$ cat src/rtl/serv_dbus_lsu.sv
// -----------------------------------------------------------------------------
// serv_dbus_lsu
//
// Bit-serial load/store unit placed directly after the address buffer. Store
// data is shifted in one bit per enabled cycle while idle; a request then runs
// a single Wishbone-style data-bus cycle. Load data comes back from the bus
// and is returned one bit per enabled cycle, LSB first. It is aligned to the
// byte offset and sign- or zero-extended to 32 bits.
//
// Parameters
//   W          serial datapath width (only 1 is supported)
//   ALIGN_CHK  1 = refuse misaligned half/word accesses, 0 = issue as-is
//
// Optional feature
//   SERV_DBUS_ERR_EN  when defined, adds i_dbus_err / o_dbus_err. A bus error
//                     ends the cycle. It takes priority over a simultaneous
//                     ack. No o_done pulse is produced and the load read-out
//                     phase is skipped.
//
// Ports
//   i_clk, i_rst_n       clock, asynchronous active-low reset
//   i_en                 serial step enable (one data bit per cycle)
//   i_wdat_en            shift store data in while idle
//   i_rs2                serial store data, LSB first
//   i_req                start a memory operation (1-cycle pulse, idle only)
//   i_we                 1 = store, 0 = load
//   i_funct3             [1:0] size 00/01/10 = byte/half/word, [2] unsigned
//   i_lsb                byte offset within the word
//   i_adr                word-aligned address
//   o_rd                 serial load result
//   o_done               1-cycle pulse, bus cycle finished by ack
//   o_misalign           1-cycle pulse, request refused
//   o_busy               unit is not idle
//   o_dbus_*             Wishbone-style master outputs (adr/dat/sel/we/cyc)
//   i_dbus_rdt           bus read data
//   i_dbus_ack           bus acknowledge
// -----------------------------------------------------------------------------
module serv_dbus_lsu #(
  parameter int unsigned W         = 1,
  parameter bit          ALIGN_CHK = 1'b1
) (
  input  logic          i_clk,
  input  logic          i_rst_n,
  input  logic          i_en,
  input  logic          i_wdat_en,
  input  logic [W-1:0]  i_rs2,
  input  logic          i_req,
  input  logic          i_we,
  input  logic [2:0]    i_funct3,
  input  logic [1:0]    i_lsb,
  input  logic [31:0]   i_adr,
  output logic [W-1:0]  o_rd,
  output logic          o_done,
  output logic          o_misalign,
  output logic          o_busy,
  output logic [31:0]   o_dbus_adr,
  output logic [31:0]   o_dbus_dat,
  output logic [3:0]    o_dbus_sel,
  output logic          o_dbus_we,
  output logic          o_dbus_cyc,
`ifdef SERV_DBUS_ERR_EN
  input  logic          i_dbus_err,
  output logic          o_dbus_err,
`endif
  input  logic [31:0]   i_dbus_rdt,
  input  logic          i_dbus_ack
);

  typedef enum logic [1:0] {
    IDLE  = 2'd0,
    BUS   = 2'd1,
    RDOUT = 2'd2
  } state_e;

  // Byte enables for a given access size and byte offset.
  function automatic logic [3:0] sel_f(input logic [1:0] size, input logic [1:0] lsb);
    logic [3:0] sel_v;
    case (size)
      2'b00:   sel_v = 4'b0001 << lsb;
      2'b01:   sel_v = 4'b0011 << lsb;
      default: sel_v = 4'b1111;
    endcase
    return sel_v;
  endfunction

  // Store data replicated across lanes so any byte enable sees the right bits.
  function automatic logic [31:0] wdat_f(input logic [1:0] size, input logic [31:0] data);
    logic [31:0] dat_v;
    case (size)
      2'b00:   dat_v = {4{data[7:0]}};
      2'b01:   dat_v = {2{data[15:0]}};
      default: dat_v = data;
    endcase
    return dat_v;
  endfunction

  // Access does not fit naturally inside its word.
  function automatic logic misalign_f(input logic [1:0] size, input logic [1:0] lsb);
    logic mis_v;
    case (size)
      2'b00:   mis_v = 1'b0;
      2'b01:   mis_v = lsb[0];
      default: mis_v = (lsb != 2'b00);
    endcase
    return mis_v;
  endfunction

  // Counter value of the last valid (sign-carrying) bit for an access size.
  function automatic logic [4:0] last_bit_f(input logic [1:0] size);
    logic [4:0] last_v;
    case (size)
      2'b00:   last_v = 5'd7;
      2'b01:   last_v = 5'd15;
      default: last_v = 5'd31;
    endcase
    return last_v;
  endfunction

  state_e      state_r;
  state_e      state_nx_s;
  logic [31:0] data_r;
  logic [4:0]  cnt_r;
  logic        sign_r;
  logic [1:0]  lsb_r;
  logic        we_r;
  logic [2:0]  funct3_r;
  logic [31:0] adr_r;
  logic [31:0] dat_r;
  logic [3:0]  sel_r;
  logic        dbus_we_r;
  logic        cyc_r;
  logic        done_r;
  logic        misalign_r;
  logic        busy_r;

  logic        bus_err_s;
  logic        mis_s;
  logic        req_take_s;
  logic        req_ok_s;
  logic        req_bad_s;
  logic        ack_end_s;
  logic        err_end_s;
  logic        step_s;
  logic        shift_in_s;
  logic        rd_s;

`ifdef SERV_DBUS_ERR_EN
  assign bus_err_s = i_dbus_err;
`else
  assign bus_err_s = 1'b0;
`endif

  assign mis_s      = ALIGN_CHK && misalign_f(i_funct3[1:0], i_lsb);
  assign req_take_s = (state_r == IDLE) && i_req;
  assign req_ok_s   = req_take_s && !mis_s;
  assign req_bad_s  = req_take_s && mis_s;
  assign ack_end_s  = (state_r == BUS) && i_dbus_ack && !bus_err_s;
  assign err_end_s  = (state_r == BUS) && bus_err_s;
  assign step_s     = (state_r == RDOUT) && i_en;
  // A request takes priority over a store-data shift in the same cycle.
  assign shift_in_s = (state_r == IDLE) && i_en && i_wdat_en && !i_req;

  // State register.
  always_ff @(posedge i_clk or negedge i_rst_n) begin
    if (!i_rst_n) begin
      state_r <= IDLE;
    end else begin
      state_r <= state_nx_s;
    end
  end

  // Next-state logic.
  always_comb begin
    state_nx_s = state_r;
    case (state_r)
      IDLE: begin
        if (req_ok_s) begin
          state_nx_s = BUS;
        end else begin
          state_nx_s = IDLE;
        end
      end
      BUS: begin
        if (err_end_s) begin
          state_nx_s = IDLE;
        end else if (ack_end_s) begin
          state_nx_s = we_r ? IDLE : RDOUT;
        end else begin
          state_nx_s = BUS;
        end
      end
      RDOUT: begin
        // Counter wraps 31 -> 0 on the final bit.
        if (step_s && (cnt_r == 5'd31)) begin
          state_nx_s = IDLE;
        end else begin
          state_nx_s = RDOUT;
        end
      end
      default: state_nx_s = IDLE;
    endcase
  end

  // Request latch, bus master registers, status pulses.
  always_ff @(posedge i_clk or negedge i_rst_n) begin
    if (!i_rst_n) begin
      lsb_r      <= 2'b00;
      we_r       <= 1'b0;
      funct3_r   <= 3'b000;
      adr_r      <= 32'h0000_0000;
      dat_r      <= 32'h0000_0000;
      sel_r      <= 4'b0000;
      dbus_we_r  <= 1'b0;
      cyc_r      <= 1'b0;
      done_r     <= 1'b0;
      misalign_r <= 1'b0;
      busy_r     <= 1'b0;
    end else begin
      done_r     <= ack_end_s;
      misalign_r <= req_bad_s;
      busy_r     <= (state_nx_s != IDLE);
      if (req_take_s) begin
        lsb_r    <= i_lsb;
        we_r     <= i_we;
        funct3_r <= i_funct3;
      end
      // Bus outputs are loaded once at request time and held until the cycle ends.
      if (req_ok_s) begin
        adr_r     <= i_adr;
        sel_r     <= sel_f(i_funct3[1:0], i_lsb);
        dat_r     <= wdat_f(i_funct3[1:0], data_r);
        dbus_we_r <= i_we;
        cyc_r     <= 1'b1;
      end else if (ack_end_s || err_end_s) begin
        dbus_we_r <= 1'b0;
        cyc_r     <= 1'b0;
      end
    end
  end

  // Shared data shift register: store data in, load data out.
  always_ff @(posedge i_clk or negedge i_rst_n) begin
    if (!i_rst_n) begin
      data_r <= 32'h0000_0000;
      cnt_r  <= 5'd0;
      sign_r <= 1'b0;
    end else begin
      if (ack_end_s && !we_r) begin
        // Align the addressed byte/half down to bit 0 before read-out.
        data_r <= i_dbus_rdt >> {lsb_r, 3'b000};
        cnt_r  <= 5'd0;
        sign_r <= 1'b0;
      end else if (step_s) begin
        data_r <= {1'b0, data_r[31:1]};
        cnt_r  <= cnt_r + 5'd1;
        if (cnt_r == last_bit_f(funct3_r[1:0])) begin
          sign_r <= data_r[0];
        end
      end else if (shift_in_s) begin
        data_r <= {i_rs2[0], data_r[31:1]};
      end
    end
  end

`ifdef SERV_DBUS_ERR_EN
  logic err_r;

  // Bus error pulse.
  always_ff @(posedge i_clk or negedge i_rst_n) begin
    if (!i_rst_n) begin
      err_r <= 1'b0;
    end else begin
      err_r <= err_end_s;
    end
  end

  assign o_dbus_err = err_r;
`endif

  // Serial load bit: real data up to the access size, then the extension bit.
  always_comb begin
    rd_s = 1'b0;
    if (state_r == RDOUT) begin
      if (cnt_r <= last_bit_f(funct3_r[1:0])) begin
        rd_s = data_r[0];
      end else begin
        rd_s = funct3_r[2] ? 1'b0 : sign_r;
      end
    end else begin
      rd_s = 1'b0;
    end
  end

  assign o_rd       = W'(rd_s);
  assign o_done     = done_r;
  assign o_misalign = misalign_r;
  assign o_busy     = busy_r;
  assign o_dbus_adr = adr_r;
  assign o_dbus_dat = dat_r;
  assign o_dbus_sel = sel_r;
  assign o_dbus_we  = dbus_we_r;
  assign o_dbus_cyc = cyc_r;

endmodule

$ cat config.mk
export PLATFORM = sky130hd
export DESIGN_NAME = serv_dbus_lsu
export DESIGN_NICKNAME = d
export VERILOG_FILES = /design/src/rtl/serv_dbus_lsu.sv
export SDC_FILE = /design/constraint.sdc
export NUM_CORES = 1
export LEC_CHECK = 0
export BUFFER_PORTS_ARGS = -buffer_cell sky130_fd_sc_hd__buf_2
export CAP_MARGIN = 25
export CORE_UTILIZATION = 48
export DETAILED_ROUTE_END_ITERATION = 8
export PLACE_DENSITY = 0.76
export SLEW_MARGIN = 20
export SYNTH_ARGS = -nofsm -noshare
export SYNTH_HDL_FRONTEND = slang
export SYNTH_SLANG_ARGS = --single-unit
$ cat constraint.sdc
create_clock -name i_clk -period 1.4 [get_ports i_clk]
set_input_delay 0.28 -clock i_clk [delete_from_list [all_inputs] [get_ports i_clk]]
set_output_delay 0.28 -clock i_clk [all_outputs]
set_load 0.02 [all_outputs]
Word-level counts from Yosys, hierarchy flattened --
Index checks and enable logic that the tools add are counted.
Word-level totals: register bits after elaboration 119, latch bits 0, RAM bits 0, bits in read-only memories 0, bits of input ports 77, logic and storage cells 75, memories kept 0
Operators by class: add/subtract/negate cells 1, multipliers 0, divide/modulo/power cells 0, order comparisons 1, equality and inequality tests 6, shift-type cells 3, muxes and demuxes 26, bitwise logic cells 0, reductions and logical operators 23
Operators by type and width (number):
- $mux 32 | 3
- $pmux 32 s2 | 1
- $shr 32x5->32 | 1
- $mux 5 | 5
- $logic_and 1x1->1 | 10
- $mux 1 | 10
- $pmux 5 s2 | 1
- $reduce_bool 2->1 | 5
- $pmux 4 s2 | 1
- $eq 2x1->1 const B | 3
- $logic_not 2->1 | 3
- $mux 2 | 3
- $pmux 2 s3 | 1
- $add 5x1->5 const B | 1
- $eq 5x5->1 | 1
- $eq 5x5->1 const B | 1
- $le 5x5->1 | 1
- $shl 1x2->4 const A | 1
- $shl 2x2->4 const A | 1
- $logic_not 1->1 | 3
- $reduce_bool 3->1 | 1
- $eq 2x2->1 const B | 1
- $pmux 1 s2 | 1
- $reduce_and 2->1 | 1

Depth between registers and ports, before layout --
Gate-level depths: netlist of the first run.
depth in word-level cells 8, depth in mapped cells 7, depth with buffers taken out 7

Least setup slack after synthesis of the first run --
OpenSTA, ideal clock, no wires.
path type register to output, start point register cnt_r[4], end point output o_rd, arrival 1.382 ns, path slack -0.262 ns, stages on the path, launching flop included 6, cell sequence dfrtp_1 -> ha_1 -> a21oi_1 -> o21ai_0 -> nand2_1 -> mux2i_1
Between the ends: word-level cells in the longest chain between the ends 3
RTL lines:
- start: declaration | RTL line 122 | logic [4:0] cnt_r;
- start signal: assignment | RTL line 255 | cnt_r <= cnt_r + 5'd1;
- $le 5x5->1 | RTL line 284 | if (cnt_r <= last_bit_f(funct3_r[1:0])) begin
- $mux 1 | RTL line 284
- $mux 1 | RTL line 283 | if (state_r == RDOUT) begin
- end: declaration | RTL line 52 | output logic [W-1:0] o_rd,
Every way passes these cells.

Worst setup path in the final report of the first run --
start point register funct3_r[1], end point output o_rd
Between the ends: word-level cells in the longest chain between the ends 6, elaborated cells between the ends (all ways) 7, those cells by class order compare (1); eq/ne (1); mux (4); reduce/logical (1)
RTL lines:
- start: declaration | RTL line 126 | logic [2:0] funct3_r;
- start signal: assignment | RTL line 225 | funct3_r <= i_funct3;
- $eq 2x1->1 or $logic_not 2->1 (tied branches) | RTL line 111 | case (size)
- $pmux 5 s2 * | RTL line 111
- $mux 5 * | RTL line 283
- $le 5x5->1 * | RTL line 284
- $mux 1 * | RTL line 284
- $mux 1 * | RTL line 283
Mark *: on every way between the ends. The rest lies on a longest branch, timed or not. The select of a mux whose other input is x is not followed.

==> flow_metrics.tcl, run 1 <==
set metrics [dict create \
    syn_inst 523 \
    dieArea_mm2 0.01268 \
    slew_headroom 0.6739 \
    drtIter0Drc 434 \
    portBuffers 150 \
    rsz0062_at_grt "true" \
    fin_crit_sh 1.481 \
    final.setup.tns_ns -31.81 \
    synth_area_mm2 0.005872 \
    ctsRootBufferMaster "clkbuf_16" \
    synth_nets 604 \
    finClkSkew_ns 0.01115 \
    hold_path.class "in -> reg" \
    pwr-share-seq 0.304 \
    synth-adder-area-share 0.008523 \
    ys_seq_area_frac 0.5071 \
    synth_cell_types 43 \
    ant_nets 0 \
    critPathMaxFanout 2 \
    finalSetupViolCount 115 \
    timing.final.hold_violations 0 \
    dp_slack_ns -0.2420 \
    switching_power_uw 8525 \
    final_common_cell "buf_2" \
    dp_hpwl_um 11140 \
    htree_levels 4 \
    synth_top_family_by_area "multiplexers" \
    worstSetupEndpointType "primary output" \
    final.min_clock_period_ns 2.074 \
    grtUsageTotal 0.3060 \
    cts_buffers 17 \
    p_total_uw 21860 \
    synthSimpleGateAreaFrac 0.1006 \
    grtUsageMet3 0.06587 \
    swShare 0.3899 \
    core_area_mm2 0.01196 \
    nNetsFinal 828 \
    pwr_density_cell_mw_per_mm2 2377 \
    ys_ff_latch 119 \
    use_met2 0.5222 \
    synth_warnings 0 \
    drt_drc_violations_left 0 \
    grt_pass1_vias 5367 \
    use_met1 0.3693 \
    synth_edf_count 0 \
    grt_busiest_layer "met2" \
    die_w_um 112.6 \
    vias 5432 \
    clkSlewWorstSetupHoldPaths_ns 0.06 \
    dp_cells 829 \
    grt_pass1_wl_um 29090 \
    num_rows 40 \
    cap_viol_max_count 0 \
    die_y_um 112.6 \
    clock_latency_ns 0.42 \
    async_reset_ff_frac 1.000 \
    cp_data_required_time_ns 1.12 \
    crit_type "reg -> out" \
    leakage_uw 0.004434 \
    grt-ovfl-total 0 \
    synth-compound-area-share 0.1225 \
    dr.pass1.iters 6 \
    failed_checks "negative setup slack" \
    start_kind "flip-flop" \
    crit_arrival_ns 1.79 \
    antenna_found_initial 0 \
    ir_drop_mv 1.196 \
    grt_max_degree 37 \
    routed_wl_um 20520 \
    cts_tree "yes" \
    tightest_slew_ns 0.4892 \
    fillers 683 \
    setup_ws_ns -0.6736 \
    outcome "finished with violations" \
    synth-main-ff-cell "dfrtp_1" \
    clock_sinks 119 \
    layout_common_cells "buf_2 (148), dfrtp_1 (116), mux2_4 (46), mux2i_1 (40), nor2_1 (37)" \
    via_per_inst 5.989 \
    p_clk_frac 0.221 \
    fmax_mhz 482.3 \
    synthMuxAreaShare 0.2152 \
    gp_congestion 0.8558 \
    diodes 0 \
    io_pins 151 \
    initial_core_util 0.4909 \
    share_comb_of_total_power 0.475 \
    fin_cells 907 \
    internal-power_uw 13340 \
    avgSynthCellArea_um2 11.23 \
    wl_per_cell_um 22.62 \
    synth_xor_area_frac 0.005966 \
    maxSlewViolCount 0 \
    syn_to_final_growth_pct 56.64 \
    drive_above_1_share 0.5987 \
    clockBufferDepth 2 \
]
## kinds of logic (layout without fill, tap and decap cells)
group | count (synthesis) | in the layout
xor gates and xnor gates | 4 | 4
adders and majority gates | 4 | 4
and+or+nand+nor | 130 | 130
AOI/OAI and AO/OA | 120 | 120
muxes | 105 | 105
buffers and inverters | 41 | 278
DFF | 119 | 119
## area by class of cell
| class | instances | area (um2) | area share |
|---|---|---|---|
| inverters | 3 | 11.26 | 0.001224 |
| well taps | 147 | 183.9 | 0.02000 |
| clock buffers | 24 | 481.7 | 0.05237 |
| multi-input cells | 363 | 3386 | 0.3681 |
| clock inverters | 8 | 167.7 | 0.01823 |
| repair buffers | 243 | 1986 | 0.2159 |
| flip-flops and latches | 119 | 2982 | 0.3242 |
## final timing paths
| path | end | startpoint | slack, ns | cells past startpoint |
|---|---|---|---|---|
| worst max-delay path | o_rd | funct3_r[1] | -0.67 | 7 |
| worst min-delay path | funct3_r[2] | i_funct3[2] | 0.07 | 3 |
| worst max register to register | o_dbus_adr[20] | state_r[1] | -0.47 | 8 |
| worst min register to register | o_dbus_dat[26] | o_dbus_dat[26] | 0.47 | 2 |
| max in group asynchronous | o_dbus_adr[23] | i_rst_n | 0.56 | 3 |
| min in group asynchronous | o_dbus_dat[15] | i_rst_n | 0.32 | 2 |
## through the flow
stage	instance area [um2]	utilization	hold WS, ns
after floorplan	5926	-	-0.01559
after global placement	7088	0.5926	0.2141
after detailed placement	7088	0.5926	0.2150
after CTS	8848	0.7397	0.06083
after global routing	9198	0.7689	0.06258
final	9198	0.7689	0.07239
## critical path, cell delays in order (launching register included)
cell and delay [ns]:
dfrtp_1 0.41, nor2_2 0.11, ha_1 0.25, nand2_1 0.09, o21ai_2 0.07, nand2_2 0.09, mux2i_4 0.22, buf_6 0.13
## registers in the layout, indices dropped and copies added, names as in the netlist
register and flops:
cnt_r 5, data_r 32, funct3_r 3, lsb_r 2
o_busy 1, o_dbus_adr 32, o_dbus_cyc 1, o_dbus_dat 32
o_dbus_sel 4, o_dbus_we 1, o_done 1, o_misalign 1
sign_r 1, state_r 2, we_r 1
## power by group through the flow
| stage | Combinational (uW) | Clock, uW | Sequential [uW] |
|---|---|---|---|
| final | 10400 | 4820 | 6660 |
| after global routing | 10900 | 5010 | 6780 |
| after CTS | 9340 | 4800 | 6380 |
| after detailed placement | 7390 | 0 | 6350 |
| after global placement | 7250 | 0 | 6220 |
| after floorplan | 3780 | 0 | 7250 |
## repair_timing
item	in CTS	in global routing
hold buffers	1	0
endpoints found under the hold margin	21	0
resized for setup	167	106
setup endpoints to repair	114	118
buffers inserted	31	20
pin swaps	39	52
gates cloned	11	2
## synthesized netlist by cell type (2+ instances only)
master	number	area [um2]
a211oi_1	8	60.06
a21oi_1	39	195.2
a22oi_1	16	120.1
buf_2	20	100.1
buf_4	3	22.52
buf_6	6	67.56
clkbuf_1	8	30.03
dfrtp_1	119	2978
ha_1	4	50.05
inv_1	3	11.26
mux2_2	18	202.7
mux2_4	38	570.6
mux2i_1	49	490.5
nand2_1	65	244.0
nand3_1	5	25.02
nand3b_1	3	22.52
nand4bb_1	2	22.52
nor2_1	39	146.4
nor2b_1	5	31.28
o211ai_1	9	67.56
o21ai_0	40	200.2
xnor2_1	2	17.52
xor2_1	2	17.52
## routing by layer
metal	vias up	routed length (um)	part of all wire
met3	75	1476	0.072
met5	-	0	0
met4	0	871	0.042
li1	2298	-	-
met2	379	10370	0.51
met1	2680	7804	0.38
(Power assumes the default switching activity.)
==> inputs of run 2 (changes only) <==
Settings changed: CTS_CLUSTER_DIAMETER set to 200, PLACE_DENSITY 0.76 to 0.82.
==> run 2 against run 1 <==
Against the previous run:
- the flow still finishes with violations (negative setup slack)
- via count increased by 1.3%
- setup slack worse by 0.033 ns
- largest cell class unchanged
- sequential power increased by 2%
- first-iteration DRC count grew 16%
- total power increased by 2.6%
==> flow_metrics.tcl, run 2 (same netlist as run 1, synthesis figures left out) <==
set metrics [dict create \
    hold_path.class "in -> reg" \
    tightest_slew_ns 0.5692 \
    finalSetupViolCount 113 \
    wl_per_cell_um 23.95 \
    fin_cells 899 \
    crit_type "reg -> out" \
    timing.final.hold_violations 0 \
    worstSetupEndpointType "primary output" \
    leakage_uw 0.004422 \
    ctsRootBufferMaster "clkbuf_16" \
    min_path_cells 2 \
    setup_ws_ns -0.7069 \
    via_per_inst 6.120 \
    clock_latency_ns 0.42 \
    reg2reg_from "state_r[1]" \
    final.setup.tns_ns -24.98 \
    grt_pass1_wl_um 28670 \
    dr.pass1.iters 6 \
    portBuffers 150 \
    diodes 0 \
    layout_common_cells "buf_2 (148), dfrtp_1 (118), mux2_4 (46), mux2i_1 (42), nand2_1 (30)" \
    grt_pass1_vias 5319 \
    r2r_end "data_r[24]" \
    maxSlewViolCount 0 \
    cts_tree "yes" \
    grt_max_degree 36 \
    reg2regPathDepth 7 \
    reg2reg_setup_slack_ns -0.37 \
    initial_core_util 0.4909 \
    rsz0062_at_grt "true" \
    syn_to_final_growth_pct 59.07 \
    outcome "finished with violations" \
    ant_nets 0 \
    die_w_um 112.6 \
    failed_checks "negative setup slack" \
    num_rows 40 \
    htree_levels 4 \
    dieArea_mm2 0.01268 \
    hold_start "i_adr[8]" \
    hold_end "o_dbus_adr[8]" \
    start_kind "flip-flop" \
    cts_buffers 17 \
    slew_headroom 0.6205 \
    drtIter0Drc 502 \
    cp_data_required_time_ns 1.12 \
    clock_sinks 119 \
    cap_viol_max_count 0 \
    critPathMaxFanout 3 \
    dp_cells 820 \
    grtUsageTotal 0.2960 \
    io_pins 151 \
    grt-ovfl-total 0 \
    pwr_density_cell_mw_per_mm2 2401 \
    fmax_mhz 474.6 \
    drive_above_1_share 0.6277 \
    final_common_cell "buf_2" \
    finClkSkew_ns 0.01224 \
    gp_congestion 0.8947 \
    core_area_mm2 0.01196 \
    ir_drop_mv 1.210 \
    fin_crit_sh 1.505 \
    clockBufferDepth 2 \
    antenna_found_initial 0 \
    die_y_um 112.6 \
    fillers 640 \
    clkSlewWorstSetupHoldPaths_ns 0.06 \
    nNetsFinal 820 \
    crit_arrival_ns 1.83 \
    drt_drc_violations_left 0 \
    final.min_clock_period_ns 2.107 \
    vias 5502 \
    dp_hpwl_um 10790 \
    routed_wl_um 21530 \
]
## run 2: cell type report
type	instances	area, um2	share of cell area
clock buffers	19	432.9	0.04635
clock inverters	13	203.9	0.02184
inverters	3	11.26	0.001206
multi-input cells	363	3530	0.3779
flip-flops and latches	119	2979	0.3190
well taps	147	183.9	0.01969
repair buffers	235	1999	0.2141
## run 2: worst max-delay path by stage
stage / startpoint / endpoint / cells after the start
floorplan: state_r[0] / o_dbus_adr[0] / 5
global placement: funct3_r[0] / o_rd / 7
detailed placement: funct3_r[0] / o_rd / 7
CTS: funct3_r[1] / o_rd / 7
global route: funct3_r[1] / o_rd / 6
finish: funct3_r[1] / o_rd / 7
## run 2: critical path, cell delays in order (launching register included)
cell and delay [ns]:
dfrtp_1 0.41, inv_2 0.07, ha_4 0.28, nand2_1 0.07
o21ai_2 0.15, nand2_2 0.10, mux2i_4 0.19, buf_6 0.13
## run 2: layer usage
layer / global-route usage / vias to the layer above / wire length, um
met2: 0.4959 / 406 / 10500
met5: 0 / - / 0
met3: 0.07127 / 116 / 1717
met1: 0.3682 / 2686 / 8187
met4: 0.1200 / 0 / 1120
li1: - / 2294 / -
## run 2: through the flow
stage	worst slack, ns	total power (uW)	hold slack, ns	instance area (um2)	utilization
after detailed placement	-0.3276	13650	0.2306	7058	0.5901
after global placement	-0.2029	13370	0.2230	7058	0.5901
after global routing	-0.7818	23220	0.09532	9340	0.7809
after CTS	-0.7154	19800	0.05996	8562	0.7158
after floorplan	-0.1007	11030	-0.01559	5926	-
final	-0.7069	22420	0.09760	9340	0.7809
## run 2: power breakdown
group | switching, uW | internal (uW) | leakage, uW
Combinational | 5630 | 5190 | 0.00270
Clock | 1680 | 3150 | 0.000299
Sequential | 1740 | 5030 | 0.00142
Total | 9050 | 13400 | 0.00442
## run 2: timing repair
item,CTS,global route
pin swaps,39,59
hold buffers,1,0
buffers inserted,17,19
resized for setup,120,174
hold endpoints to repair,21,0
gates cloned,14,6
setup endpoints to repair,99,117
